--- src/rtl/mem_arb_pkg.sv ---
// Shared types and requester IDs for the memory-port arbiter.
// Configuration macro: MEM_ARB_RR_EN (round-robin tie-break, used in arb_pick).
package mem_arb_pkg;

   typedef enum logic {
      IDLE = 1'b0,
      BUSY = 1'b1
   } arb_state_t;

   localparam logic REQ_IF = 1'b0;
   localparam logic REQ_D  = 1'b1;

endpackage

--- src/rtl/arb_pick.sv ---
// Combinational winner selection between fetch and data requesters.
// Configuration macro: MEM_ARB_RR_EN selects round-robin ties; default is data-over-fetch.
module arb_pick
   import mem_arb_pkg::*;
(
   input  logic i_if_req,
   input  logic i_d_req,
   input  logic i_last,
   output logic o_any,
   output logic o_win
);

   assign o_any = i_if_req | i_d_req;

`ifdef MEM_ARB_RR_EN
   // On a tie grant whoever did not win last time
   always_comb begin
      o_win = REQ_IF;
      if (i_if_req && i_d_req) o_win = ~i_last;
      else if (i_d_req)        o_win = REQ_D;
   end
`else
   logic w_unused_last;
   assign w_unused_last = i_last;
   assign o_win         = i_d_req ? REQ_D : REQ_IF;
`endif

endmodule

--- src/rtl/mem_arbiter.sv ---
// Shares one memory port between instruction fetch and load/store requesters,
// with req/gnt handshake, registered memory payload, one-cycle response pulse
// and an ack timeout that reports an error.
// Configuration macro: MEM_ARB_RR_EN (round-robin arbitration with last-winner register).
module mem_arbiter
   import mem_arb_pkg::*;
#(
   parameter int unsigned ADDR_W  = 32,
   parameter int unsigned DATA_W  = 32,
   parameter int unsigned TIMEOUT = 16
) (
   input  logic                clk,
   input  logic                rst,
   input  logic                if_req,
   input  logic [ADDR_W-1:0]   if_addr,
   output logic                if_gnt,
   output logic                if_rvalid,
   output logic [DATA_W-1:0]   if_rdata,
   output logic                if_err,
   input  logic                d_req,
   input  logic                d_we,
   input  logic [DATA_W/8-1:0] d_be,
   input  logic [ADDR_W-1:0]   d_addr,
   input  logic [DATA_W-1:0]   d_wdata,
   output logic                d_gnt,
   output logic                d_rvalid,
   output logic [DATA_W-1:0]   d_rdata,
   output logic                d_err,
   output logic                mem_req,
   output logic                mem_we,
   output logic [DATA_W/8-1:0] mem_be,
   output logic [ADDR_W-1:0]   mem_addr,
   output logic [DATA_W-1:0]   mem_wdata,
   input  logic                mem_ack,
   input  logic [DATA_W-1:0]   mem_rdata
);

   localparam int unsigned BE_W  = DATA_W / 8;
   localparam int unsigned CNT_W = $clog2(TIMEOUT + 1);
   localparam logic [CNT_W-1:0] CNT_LAST = CNT_W'(TIMEOUT - 1);

   arb_state_t        r_state;
   logic              r_owner;
   logic [CNT_W-1:0]  r_cnt;
   logic              r_mem_req;
   logic              r_mem_we;
   logic [BE_W-1:0]   r_mem_be;
   logic [ADDR_W-1:0] r_mem_addr;
   logic [DATA_W-1:0] r_mem_wdata;
   logic              r_if_rvalid;
   logic [DATA_W-1:0] r_if_rdata;
   logic              r_if_err;
   logic              r_d_rvalid;
   logic [DATA_W-1:0] r_d_rdata;
   logic              r_d_err;

   logic              w_any;
   logic              w_win;
   logic              w_last;
   logic              w_grant;
   logic              w_done;
   logic [DATA_W-1:0] w_rsp_data;
   logic              w_rsp_err;

   arb_pick u_pick (
      .i_if_req (if_req),
      .i_d_req  (d_req),
      .i_last   (w_last),
      .o_any    (w_any),
      .o_win    (w_win)
   );

   assign w_grant    = (r_state == IDLE) && w_any;
   assign w_done     = (r_state == BUSY) && (mem_ack || (r_cnt == CNT_LAST));
   assign w_rsp_err  = ~mem_ack;
   assign w_rsp_data = (mem_ack && !r_mem_we) ? mem_rdata : '0;

`ifdef MEM_ARB_RR_EN
   logic r_last;
   // Remember the most recent winner for round-robin ties
   always_ff @(posedge clk or negedge rst) begin
      if (!rst)         r_last <= REQ_IF;
      else if (w_grant) r_last <= w_win;
   end
   assign w_last = r_last;
`else
   assign w_last = REQ_IF;
`endif

   // Access FSM: latch winner payload, wait for ack or timeout, pulse response
   always_ff @(posedge clk or negedge rst) begin
      if (!rst) begin
         r_state     <= IDLE;
         r_owner     <= REQ_IF;
         r_cnt       <= '0;
         r_mem_req   <= 1'b0;
         r_mem_we    <= 1'b0;
         r_mem_be    <= '0;
         r_mem_addr  <= '0;
         r_mem_wdata <= '0;
         r_if_rvalid <= 1'b0;
         r_if_rdata  <= '0;
         r_if_err    <= 1'b0;
         r_d_rvalid  <= 1'b0;
         r_d_rdata   <= '0;
         r_d_err     <= 1'b0;
      end else begin
         r_if_rvalid <= 1'b0;
         r_d_rvalid  <= 1'b0;
         case (r_state)
            IDLE: begin
               if (w_grant) begin
                  r_state   <= BUSY;
                  r_mem_req <= 1'b1;
                  r_owner   <= w_win;
                  r_cnt     <= '0;
                  if (w_win == REQ_D) begin
                     r_mem_we    <= d_we;
                     r_mem_be    <= d_be;
                     r_mem_addr  <= d_addr;
                     r_mem_wdata <= d_wdata;
                  end else begin
                     r_mem_we    <= 1'b0;
                     r_mem_be    <= '1;
                     r_mem_addr  <= if_addr;
                     r_mem_wdata <= '0;
                  end
               end
            end
            BUSY: begin
               if (w_done) begin
                  r_state   <= IDLE;
                  r_mem_req <= 1'b0;
                  if (r_owner == REQ_D) begin
                     r_d_rvalid <= 1'b1;
                     r_d_rdata  <= w_rsp_data;
                     r_d_err    <= w_rsp_err;
                  end else begin
                     r_if_rvalid <= 1'b1;
                     r_if_rdata  <= w_rsp_data;
                     r_if_err    <= w_rsp_err;
                  end
               end else begin
                  r_cnt <= r_cnt + CNT_W'(1);
               end
            end
            default: r_state <= IDLE;
         endcase
      end
   end

   assign if_gnt    = w_grant && (w_win == REQ_IF);
   assign d_gnt     = w_grant && (w_win == REQ_D);
   assign mem_req   = r_mem_req;
   assign mem_we    = r_mem_we;
   assign mem_be    = r_mem_be;
   assign mem_addr  = r_mem_addr;
   assign mem_wdata = r_mem_wdata;
   assign if_rvalid = r_if_rvalid;
   assign if_rdata  = r_if_rdata;
   assign if_err    = r_if_err;
   assign d_rvalid  = r_d_rvalid;
   assign d_rdata   = r_d_rdata;
   assign d_err     = r_d_err;

endmodule
--- config.mk ---
export PLATFORM = sky130hd
export DESIGN_NAME = mem_arbiter
export DESIGN_NICKNAME = d
export VERILOG_FILES = /design/src/rtl/mem_arb_pkg.sv /design/src/rtl/arb_pick.sv /design/src/rtl/mem_arbiter.sv
export SDC_FILE = /design/constraint.sdc
export NUM_CORES = 1
export LEC_CHECK = 0
export CAP_MARGIN = 10
export CORE_MARGIN = 4
export CORE_UTILIZATION = 44
export DETAILED_ROUTE_END_ITERATION = 8
export GPL_ROUTABILITY_DRIVEN = 0
export PLACE_DENSITY = 0.85
export SYNTH_ARGS = -nofsm -noshare
export SYNTH_HDL_FRONTEND = slang
export SYNTH_SLANG_ARGS = --single-unit
--- constraint.sdc ---
create_clock -name clk -period 3.3 [get_ports clk]
set_input_delay 0.66 -clock clk [delete_from_list [all_inputs] [get_ports clk]]
set_output_delay 0.66 -clock clk [all_outputs]
set_load 0.02 [all_outputs]
==> metrics.md <==
| Metric | Value |
|---|---|
| Status | `finished, final reports clean` |
| Top-area cell type share of the netlist area | `61.2%` |
| Post-Syn Area | `0.00592 mm²` |
| CP peak stage delay | `0.62 ns` |
| Max-cap violations | `0` |
| Worst Reg-to-Reg Cells | `6` |
| First-pass GRT wire length | `29.0 mm` |
| Tcrit/Tclk final | `86.0%` |
| Leak Pwr | `3.95 nW` |
| Crit Path Class | `input pin to output port` |
| Crit path launch type | `input pin` |
| Syn Inst Count | `556` |
| Crit Path Max Fanout | `27` |
| RSZ-0062 raised after global routing | `no` |
| Row count | `42` |
| Post-DP Area | `0.00882 mm²` |
| Share of cells above drive strength 1 | `6.85%` |
| Area growth from synthesis to layout | `59.0%` |
| Synth cell types | `32` |
| Clock transition at the registers of the reported paths | `0.06 ns` |
| Critical path buffers and inverters | `3` |
| Yosys top cell by area | `dfrtp_1` |
| Top post-synthesis cells by area | `dfrtp_1 61%, o21ai_0 8.4%, a22o_1 5.0%` |
| Cell area after layout | `0.00942 mm²` |
| 1st-iter DRT viols | `531` |
| Final WS setup | `0.462 ns` |
| Reg-to-reg endpoint | `d_rdata[0]` |
| Synth warn | `0` |
| Register area share after synthesis | `61.2%` |
| Setup slack, reg-to-reg | `1.15 ns` |
| Cts bufs inserted | `17` |
| Max-slew violation count | `0` |
| Final hold vios | `0` |
| Yosys reg bits | `145` |
| Wire length per cell | `18.6 µm` |
| Die height | `124 µm` |
| Die Footprint | `0.0154 mm²` |
| PD cells | `875 mW/mm²` |
| Clock root buffer | `clkbuf_16` |
| Worst EP arrival | `2.18 ns` |
| Post-CTS Setup Bufs | `0` |
| Clock insertion delay at the later pin of the skew report | `0.41 ns` |
| Synth top cells by count | `145 x dfrtp_1, 99 x o21ai_0, 70 x nand2_1, 34 x a22o_1, 34 x nor2b_1` |
| Antenna-violating nets left | `0` |
| Final min period | `2.84 ns` |
| Syn Area/Cell | `10.7 µm²` |
| Diode count | `0` |
| TNS Setup | `0 ns` |
| CP Data Required Time | `2.64 ns` |
| Max Fclk | `0.352 GHz` |
| Slew HR | `51.5%` |
| Number of global-route vias before repair | `5,746` |
| Total power | `0.00824 W` |
| Post-synth top flop | `dfrtp_1` |
| Post-synth EDFFs | `0` |
| Final Core Density | `71.4%` |
| Least-Margin Pin Slew | `0.728 ns` |
| Largest net degree at the start of global routing | `81` |
| Global route overflow | `0` |
| Gr usage total | `24.3%` |
| Worst R2R Start | `r_cnt[0]` |
| Core area | `0.0132 mm²` |
| Clk sinks | `145` |
| Port Buf Inserts | `277` |
| Routed vias | `5,501` |
| First-pass DRT Iterations | `5` |
| Pre-CTS WS | `0.479 ns` |
| CTS resizes | `0` |
| Final Setup Violations | `0` |
| Mapped Nets | `696` |
| Max Buffers Root-to-Sink | `2` |
| Detailed-route wire length | `18.8 mm` |
| DRC | `0` |
| Post-DP HPWL | `13.4 mm` |
| Hold Crit Class | `input pin to asynchronous set/reset pin` |
| Top cell family by delay on the critical path | `buffers and inverters` |
| Synth async-reset ratio | `100%` |
| Nets | `959` |
| CTS tree | `yes` |
| Skew final | `0.00931 ns` |
| Vias/cell | `5.46` |
| Hold-fix buffers, CTS | `0` |
| Die outline width | `124 µm` |
| Starting density of the core | `44.9%` |
| Top-count cell post-synth | `dfrtp_1` |
| Initial antenna violation count | `0` |
| Maximum vdd drop | `0.000404 V` |
| Crit path cell chain | `clkdlybuf4s50_1 > buf_4 > nor2_1 > clkdlybuf4s50_1` |
| # IOs | `278` |
| CP most frequent cell | `clkdlybuf4s50_1` |
| Slowest cell on the critical path | `clkdlybuf4s50_1` |
| Crit. End Element | `output port` |
| H-tree depth | `4` |
[sequential cells by signal, indices dropped and copies added, names as in the netlist, 4 cells and up]
| signal | count |
|---|---|
| d_rdata | 32 |
| mem_be | 4 |
| r_cnt | 5 |
| if_rdata | 32 |
| mem_addr | 32 |
| mem_wdata | 32 |
[cell families after synthesis]
| family | count (synthesis) | share of synthesized area (%) |
|---|---|---|
| flip-flops | 145 | 61.2 |
| buffers and inverters | 52 | 4.20 |
| multiplexers | 1 | 0.169 |
| AO/OA/AOI/OAI | 240 | 24.4 |
| adder cells (fa/ha/maj) | 2 | 0.422 |
| AND/OR/NAND/NOR | 116 | 9.55 |
[per-stage QoR]
stage               std cells  hold slack, ns
finish                   1008           0.264
CTS                      1008           0.302
detailed placement        976           0.468
global placement          976           0.461
floorplan                 556           0.364
global route             1008           0.330
[worst reg2reg max path, delay by kind of cell (launching register included)]
kind,cells,cell delay [ns]
fa+ha+maj,2,0.46
simple gates,1,0.19
buf+inv,1,0.51
compound gates,2,0.43
flops,1,0.41
[cell type report]
type,instances,area [µm²]
Fill cell,898,3770
Sequential cell,145,3630
Clock inverter,12,131
Timing Repair Buffer,291,2900
Inverter,5,18.8
Multi-Input combinational cell,359,2050
Clock buffer,20,467
Tap cell,176,220
[per-layer routing]
metal	routed length, µm	track usage [%]
met1	7140	29.5
met2	9410	41.2
met3	1690	6.04
met4	519	10.2
met5	0	0
[power breakdown]
part	leakage, nW	internal, W	switching (W)	total (W)
Sequential	1.86	0.00242	0.000430	0.00285
Clock	0.284	0.00117	0.000742	0.00192
Combinational	1.81	0.00167	0.00181	0.00347
Total	3.95	0.00526	0.00298	0.00824
[cell usage in the layout (no fill, tap or decap), types with 2 or more instances in the layout]
master / netlist / layout
dfrtp_1: 145 / 145
nor2b_1: 34 / 32
a22o_1: 34 / 34
clkinv_2: 0 / 3
nor2b_2: 0 / 2
buf_12: 0 / 2
nor3b_2: 2 / 2
a21oi_1: 32 / 32
bufinv_16: 0 / 2
o21ai_1: 33 / 33
nor2_1: 2 / 2
nand2_1: 70 / 70
clkinv_4: 0 / 2
ha_1: 2 / 2
clkbuf_8: 0 / 3
a22oi_1: 32 / 32
clkdlybuf4s50_1: 0 / 276
clkbuf_16: 0 / 17
inv_1: 5 / 4
o22a_1: 4 / 4
clkinvlp_4: 0 / 4
o21ai_0: 99 / 99
buf_4: 1 / 12
[worst max path at each step]
stage	startpoint	cells after the start	endpoint
floorplan	if_req	4	if_gnt
global placement	d_req	4	if_gnt
detailed placement	d_req	4	if_gnt
CTS	d_req	4	if_gnt
global route	d_req	4	if_gnt
finish	d_req	4	if_gnt
Power figures use the tool's default switching activity.
